==> config.mk <==
export PLATFORM = sky130hd
export DESIGN_NAME = muldiv_unit
export DESIGN_NICKNAME = d
export VERILOG_FILES = /design/src/rtl/muldiv_unit.sv
export SDC_FILE = /design/constraint.sdc
export NUM_CORES = 1
export LEC_CHECK = 0
export CAP_MARGIN = 20
export CELL_PAD_IN_SITES_DETAIL_PLACEMENT = 0
export CELL_PAD_IN_SITES_GLOBAL_PLACEMENT = 1
export CORE_MARGIN = 2
export CORE_UTILIZATION = 33
export CTS_CLUSTER_SIZE = 25
export DETAILED_ROUTE_END_ITERATION = 8
export PLACE_DENSITY_LB_ADDON = 0.1
export RECOVER_POWER = 100
export SYNTH_ARGS = -nofsm -noshare
export SYNTH_HDL_FRONTEND = slang
export SYNTH_SLANG_ARGS = --single-unit
==> constraint.sdc <==
create_clock -name clk -period 4.7 [get_ports clk]
set_clock_uncertainty 0.05 [all_clocks]
set_input_delay 0.47 -clock clk [delete_from_list [all_inputs] [get_ports clk]]
set_output_delay 0.47 -clock clk [all_outputs]
set_load 0.05 [all_outputs]
==> src/rtl/muldiv_unit.sv <==
// Iterative RV32M multiply/divide unit: radix-2 shift-add multiply, restoring shift-subtract divide.
// One bit per cycle (XLEN+1 cycles to done). Divide-by-zero and signed overflow take a 1-cycle fast path.
module muldiv_unit #(
  parameter int XLEN = 32
) (
  input  logic            clk,
  input  logic            rst,
  input  logic            start,
  input  logic            flush,
  input  logic [2:0]      funct3,
  input  logic [XLEN-1:0] op_a,
  input  logic [XLEN-1:0] op_b,
  output logic            busy,
  output logic            done,
  output logic [XLEN-1:0] result
);
  localparam int CW = $clog2(XLEN) + 1;
  localparam logic [CW-1:0] LAST = CW'(XLEN - 1);
  localparam logic [1:0] S_IDLE = 2'd0, S_CALC = 2'd1, S_FIN = 2'd2;

  logic [1:0]      state;
  logic [CW-1:0]   count;
  logic [2:0]      op;
  logic [XLEN-1:0] hi, lo, opnd_b;
  logic            neg, fast;

  // Operand conditioning at accept time
  logic            is_div, a_signed, b_signed, sign_a, sign_b, div_zero, div_ovf, neg_in;
  logic [XLEN-1:0] mag_a, mag_b, fast_val;

  assign is_div   = funct3[2];
  assign a_signed = is_div ? ~funct3[0] : (funct3[1:0] == 2'b01 || funct3[1:0] == 2'b10);
  assign b_signed = is_div ? ~funct3[0] : (funct3[1:0] == 2'b01);
  assign sign_a   = a_signed & op_a[XLEN-1];
  assign sign_b   = b_signed & op_b[XLEN-1];
  assign mag_a    = sign_a ? -op_a : op_a;
  assign mag_b    = sign_b ? -op_b : op_b;
  assign div_zero = is_div && (op_b == '0);
  assign div_ovf  = is_div && ~funct3[0] && (op_a == {1'b1, {(XLEN-1){1'b0}}}) && (op_b == '1);
  // Remainder follows the dividend; quotient and product follow the sign xor.
  assign neg_in   = (is_div && funct3[1]) ? sign_a : (sign_a ^ sign_b);

  always_comb begin
    fast_val = '1;
    if (div_zero) fast_val = funct3[1] ? op_a : '1;
    else          fast_val = funct3[1] ? '0 : op_a;
  end

  // One iteration of either algorithm; hi/lo/opnd_b are shared between them
  logic [XLEN:0]   mul_sum, shifted;
  logic            div_ge;
  logic [XLEN-1:0] div_diff;

  assign mul_sum  = {1'b0, hi} + (lo[0] ? {1'b0, opnd_b} : {(XLEN+1){1'b0}});
  assign shifted  = {hi, lo[XLEN-1]};
  assign div_ge   = shifted >= {1'b0, opnd_b};
  assign div_diff = shifted[XLEN-1:0] - opnd_b;

  // Sign correction of the finished magnitude result
  logic [2*XLEN-1:0] prod_fix;
  logic [XLEN-1:0]   div_sel, div_fix, fin_val;

  assign prod_fix = neg ? -{hi, lo} : {hi, lo};
  assign div_sel  = op[1] ? hi : lo;
  assign div_fix  = neg ? -div_sel : div_sel;

  always_comb begin
    fin_val = lo;
    if (!fast) begin
      if (op[2])                fin_val = div_fix;
      else if (op[1:0] == 2'b00) fin_val = prod_fix[XLEN-1:0];
      else                      fin_val = prod_fix[2*XLEN-1:XLEN];
    end
  end

  assign busy = (state != S_IDLE);

  always_ff @(posedge clk or posedge rst) begin
    if (rst) begin
      state  <= S_IDLE;
      count  <= '0;
      op     <= '0;
      hi     <= '0;
      lo     <= '0;
      opnd_b <= '0;
      neg    <= 1'b0;
      fast   <= 1'b0;
      done   <= 1'b0;
      result <= '0;
    end else begin
      done <= 1'b0;
      case (state)
        S_IDLE: begin
          if (start && !flush) begin
            op     <= funct3;
            neg    <= neg_in;
            fast   <= div_zero | div_ovf;
            count  <= '0;
            hi     <= '0;
            opnd_b <= mag_b;
            lo     <= (div_zero | div_ovf) ? fast_val : mag_a;
            state  <= (div_zero | div_ovf) ? S_FIN : S_CALC;
          end
        end
        S_CALC: begin
          if (flush) begin
            state <= S_IDLE;
          end else begin
            if (op[2]) begin
              hi <= div_ge ? div_diff : shifted[XLEN-1:0];
              lo <= {lo[XLEN-2:0], div_ge};
            end else begin
              hi <= mul_sum[XLEN:1];
              lo <= {mul_sum[0], lo[XLEN-1:1]};
            end
            count <= count + 1'b1;
            if (count == LAST) state <= S_FIN;
          end
        end
        S_FIN: begin
          state <= S_IDLE;
          if (!flush) begin
            result <= fin_val;
            done   <= 1'b1;
          end
        end
        default: state <= S_IDLE;
      endcase
    end
  end
endmodule

==> summary.md <==
| Metric | Value |
|---|---|
| Hold Path Cell Cnt | 2 |
| Internal power | 4450 uW |
| Die Wd | roughly 220 um |
| Vias in the first global route | 14745 |
| Post-Layout Cell Count | 2657 |
| Area Growth Syn to Fin | 14.9% |
| XOR/XNOR share of the synthesized area | about a tenth |
| Most common cell after layout, fill and taps aside | o21ai_0 |
| CTS Sinks | 142 |
| Final count of pins violating max slew | ~260 |
| GRT Resource Usage Total | 24.9% |
| Routed vias | 15262 |
| Status | finished with violations |
| Die ar. | ~47000 um2 |
| Reg power frac | 23.5% |
| Post-synth EDFFs | 0 |
| Initial DRC count | 1212 |
| # Post-CTS Setup Buffers | 0 |
| Largest family of logic cells by synthesized area | compound AO/OA/AOI/OAI gates |
| Remaining global-route overflow | 0 |
| # DRC | 0 |
| Startpoint types | primary input |
| Setup CP Type | in -> reg |
| Reg-to-Reg Start | lo[0]$_DFFE_PP0P_ |
| Post-layout minimum cycle time | between 4 and 5 ns |
| Ys Warns | 0 |
| Hold WC Path Type | reg -> reg |
| Worst Hold Path EP | result[2]$_DFFE_PP0P_ |
| Num CTS Buffers | 17 |
| R2R depth | 13 |
| Routed wire length | 58.8 mm |
| Sequential area share after synthesis | 23.7% |
| Synth unique cells | 83 |
| Period utilisation layout | 89.6% |
| Violated checks | capacitance limit, slew limit |
| Placed Instances | 2624 |
| Top Ports | around 110 |
| Hold_buf cts | 0 |
| Most frequent cells in the layout | o21ai_0, a21oi_1, nor2_1, nand2_1, dfrtp_1 |
| Gpl congestion | 0.871 |
| FF+latch area | 3560 um2 |
| Pwr Density | between 500 and 600 nW/um2 |
| Clk network pwr share | between 15 and 20% |
| Critical path peak fanout | 63 |
| Switching share of power | ~50% |
| Setup ws final | just under 0.5 ns |
| First-pass GRT wire length | about 90 mm |
| Max frequency | 237 MHz |
| CP Capture Type | flip-flop |
| Max Cap Viol | 6 |
| Worst Tran Pin Value | approximately 2.3 ns |
| R2R Setup Slk | 0.53 ns |
| Async set-reset flop share out of synthesis | between 90% and 100% |
| Filler cells | 4811 |
| Reg clk slew, reported paths | 0.07 ns |
| Dpl hpwl | 44.3 mm |
| Port bufs | 104 |
| Ys flop type | dfrtp_1 |
| Antenna violations before repair | 2 |
| Dpl ws | between 0.4 and 0.5 ns |
| Worst Hold Launch | result[2]$_DFFE_PP0P_ |
| Mapped Avg Cell Area | 7.49 um2 |
| Pin count of the biggest net entering global routing | a little over 90 |
| Mapped Cells | 2002 |
| Final #Nets | 2188 |
| Syn Nets | 2146 |
| Multi-input logic area | between 10000 and 15000 um2 |
| Main area contributors after synthesis | dfrtp_1, o21ai_0, a21oi_1 |
| Worst EP required | 4.85 ns |
| Die height | 217 um |
| RR Endpoint | result[14]$_DFFE_PP0P_ |
| ANT cells | 0 |
| VDD IR max | 0.000244 V |
| Synth area leader | dfrtp_1 |
| Antenna Nets Post-Route | 0 |
| DRT Pass-1 Iters | 6 |
| Leakage power | 0.00716 uW |
| Tightest hold margin | 0.419 ns |
| Mux contribution to synthesized area | 5.53% |
| Clock Tree Root | clkbuf_16 |
| Comb pwr share | roughly three fifths |
| Synth Area in Compound Gates | 28.1% |
| Post-synthesis cell area | between 10000 and 15000 um2 |
| Cts repair resizes | 0 |
| CTS Buffer Depth | 2 |
| Layout cell share with drive strength beyond 1 | 6.42% |
| Synth Area in Simple Gates | 20.7% |
| Yosys top cell area share | 23.7% |
| Worst EP arrival | 4.36 ns |
| Post-Synth Adder-Cell Area | 6.19% |
| Clock Latency Late Sink | 0.47 ns |
| RSZ-0062 raised after global routing | false |
| CTS tree | done |
| Relative slew slack | -52.1% |
| Vias per inst | between 5 and 6 |
| Cell row count | 78 |
| Setup violations, final | 0 |
| Routed len/inst | 22.1 um |
| Setup tns final | 0 ns |
| Layout Utilization | between 30% and 40% |
| Sw Pwr | 4560 uW |
| H-tree levels | 4 |
| Final hold violation count | 0 |
| Core area | 45100 um2 |
| Post-synthesis register bit count | 142 |
| Starting Density | 33.2% |
==> how the worst max path moves through the flow <==
stage               depth (start not counted)                    to         startpoint  slack, ns
global route                                4    lo[31]$_DFFE_PP0P_              flush       0.17
global placement                           11     lo[9]$_DFFE_PP0P_           op_a[14]       0.60
finish                                      4    lo[31]$_DFFE_PP0P_              flush       0.49
detailed placement                         10     lo[1]$_DFFE_PP0P_           op_a[14]       0.50
CTS                                        13     hi[5]$_DFFE_PP0P_  hi[3]$_DFFE_PP0P_       0.66
floorplan                                   1  count[0]$_DFFE_PP0P_                rst       0.37
==> area by class of cell <==
type / instances / area share [%]
clock buffer: 18 / 2.55
clock inverter: 14 / 0.705
inverter: 69 / 1.53
multi-input combinational: 1641 / 61.3
sequential: 142 / 20.7
tap: 600 / 4.36
timing repair buffer: 173 / 8.85
==> critical path: stages <==
cell and delay [ns]:
dlygate4sd3_1 0.86, or4b_1 0.84, clkbuf_1 1.70, o31ai_1 0.49
==> power by group through the flow <==
stage / Sequential (uW) / Combinational (uW) / Clock (uW)
2_1_floorplan: 1720 / 4210 / 0
3_3_place_gp: 2130 / 5500 / 0
3_5_place_dp: 2130 / 5500 / 0
4_1_cts: 2100 / 5540 / 1390
5_1_grt: 2160 / 6130 / 1450
6_report: 2110 / 5530 / 1360
==> registers in the layout (all words and copies together) (netlist names) <==
signal	count
fast	1
hi	32
opnd_b	32
op	3
count	6
neg	1
result	32
done	1
lo	32
state	2
==> kinds of logic (layout without fill, tap and decap cells) <==
| kind of cell | Yosys count | in the layout |
|---|---|---|
| XOR/XNOR | 172 | 172 |
| multiplexers | 81 | 81 |
| flip-flops | 142 | 142 |
| adder cells (fa/ha/maj) | 73 | 73 |
| buffers and inverters | 219 | 274 |
| AND/OR/NAND/NOR | 635 | 635 |
| AO/OA/AOI/OAI | 680 | 680 |
==> per-layer routing <==
metal / routed length (um) / GRT usage, % / up-vias
met1: 28600 / 36.2 / 7296
met4: 1710 / 8.56 / 0
met3: 3050 / 3.54 / 75
li1: - / - / 7395
met5: 0 / 0 / -
met2: 25400 / 37.7 / 496
==> cell usage after synthesis, types with 9 or more instances <==
cell	number
a211oi_1	33
a21o_1	40
a21oi_1	188
a221oi_1	15
a22oi_1	13
a31oi_1	21
and3_1	14
buf_1	11
buf_2	10
clkbuf_1	123
dfrtp_1	142
ha_1	71
inv_1	68
mux2_2	14
mux2i_1	67
nand2_1	176
nand2b_1	23
nand3_1	32
nand4_1	25
nor2_1	182
nor2b_1	14
nor3_1	53
nor3b_1	12
nor4_1	23
o211ai_1	21
o21a_1	13
o21ai_0	205
o22ai_1	10
o31ai_1	34
o41ai_1	13
or2_2	9
or3_1	22
or4_1	11
xnor2_1	99
xor2_1	73
==> metrics by stage <==
step | total power, uW | instance area, um2
3_5_place_dp | 7630 | 16800
4_1_cts | 9030 | 17300
5_1_grt | 9730 | 17200
2_1_floorplan | 5930 | 15000
6_report | 9010 | 17200
3_3_place_gp | 7630 | 16800
Power figures use the tool's default switching activity.
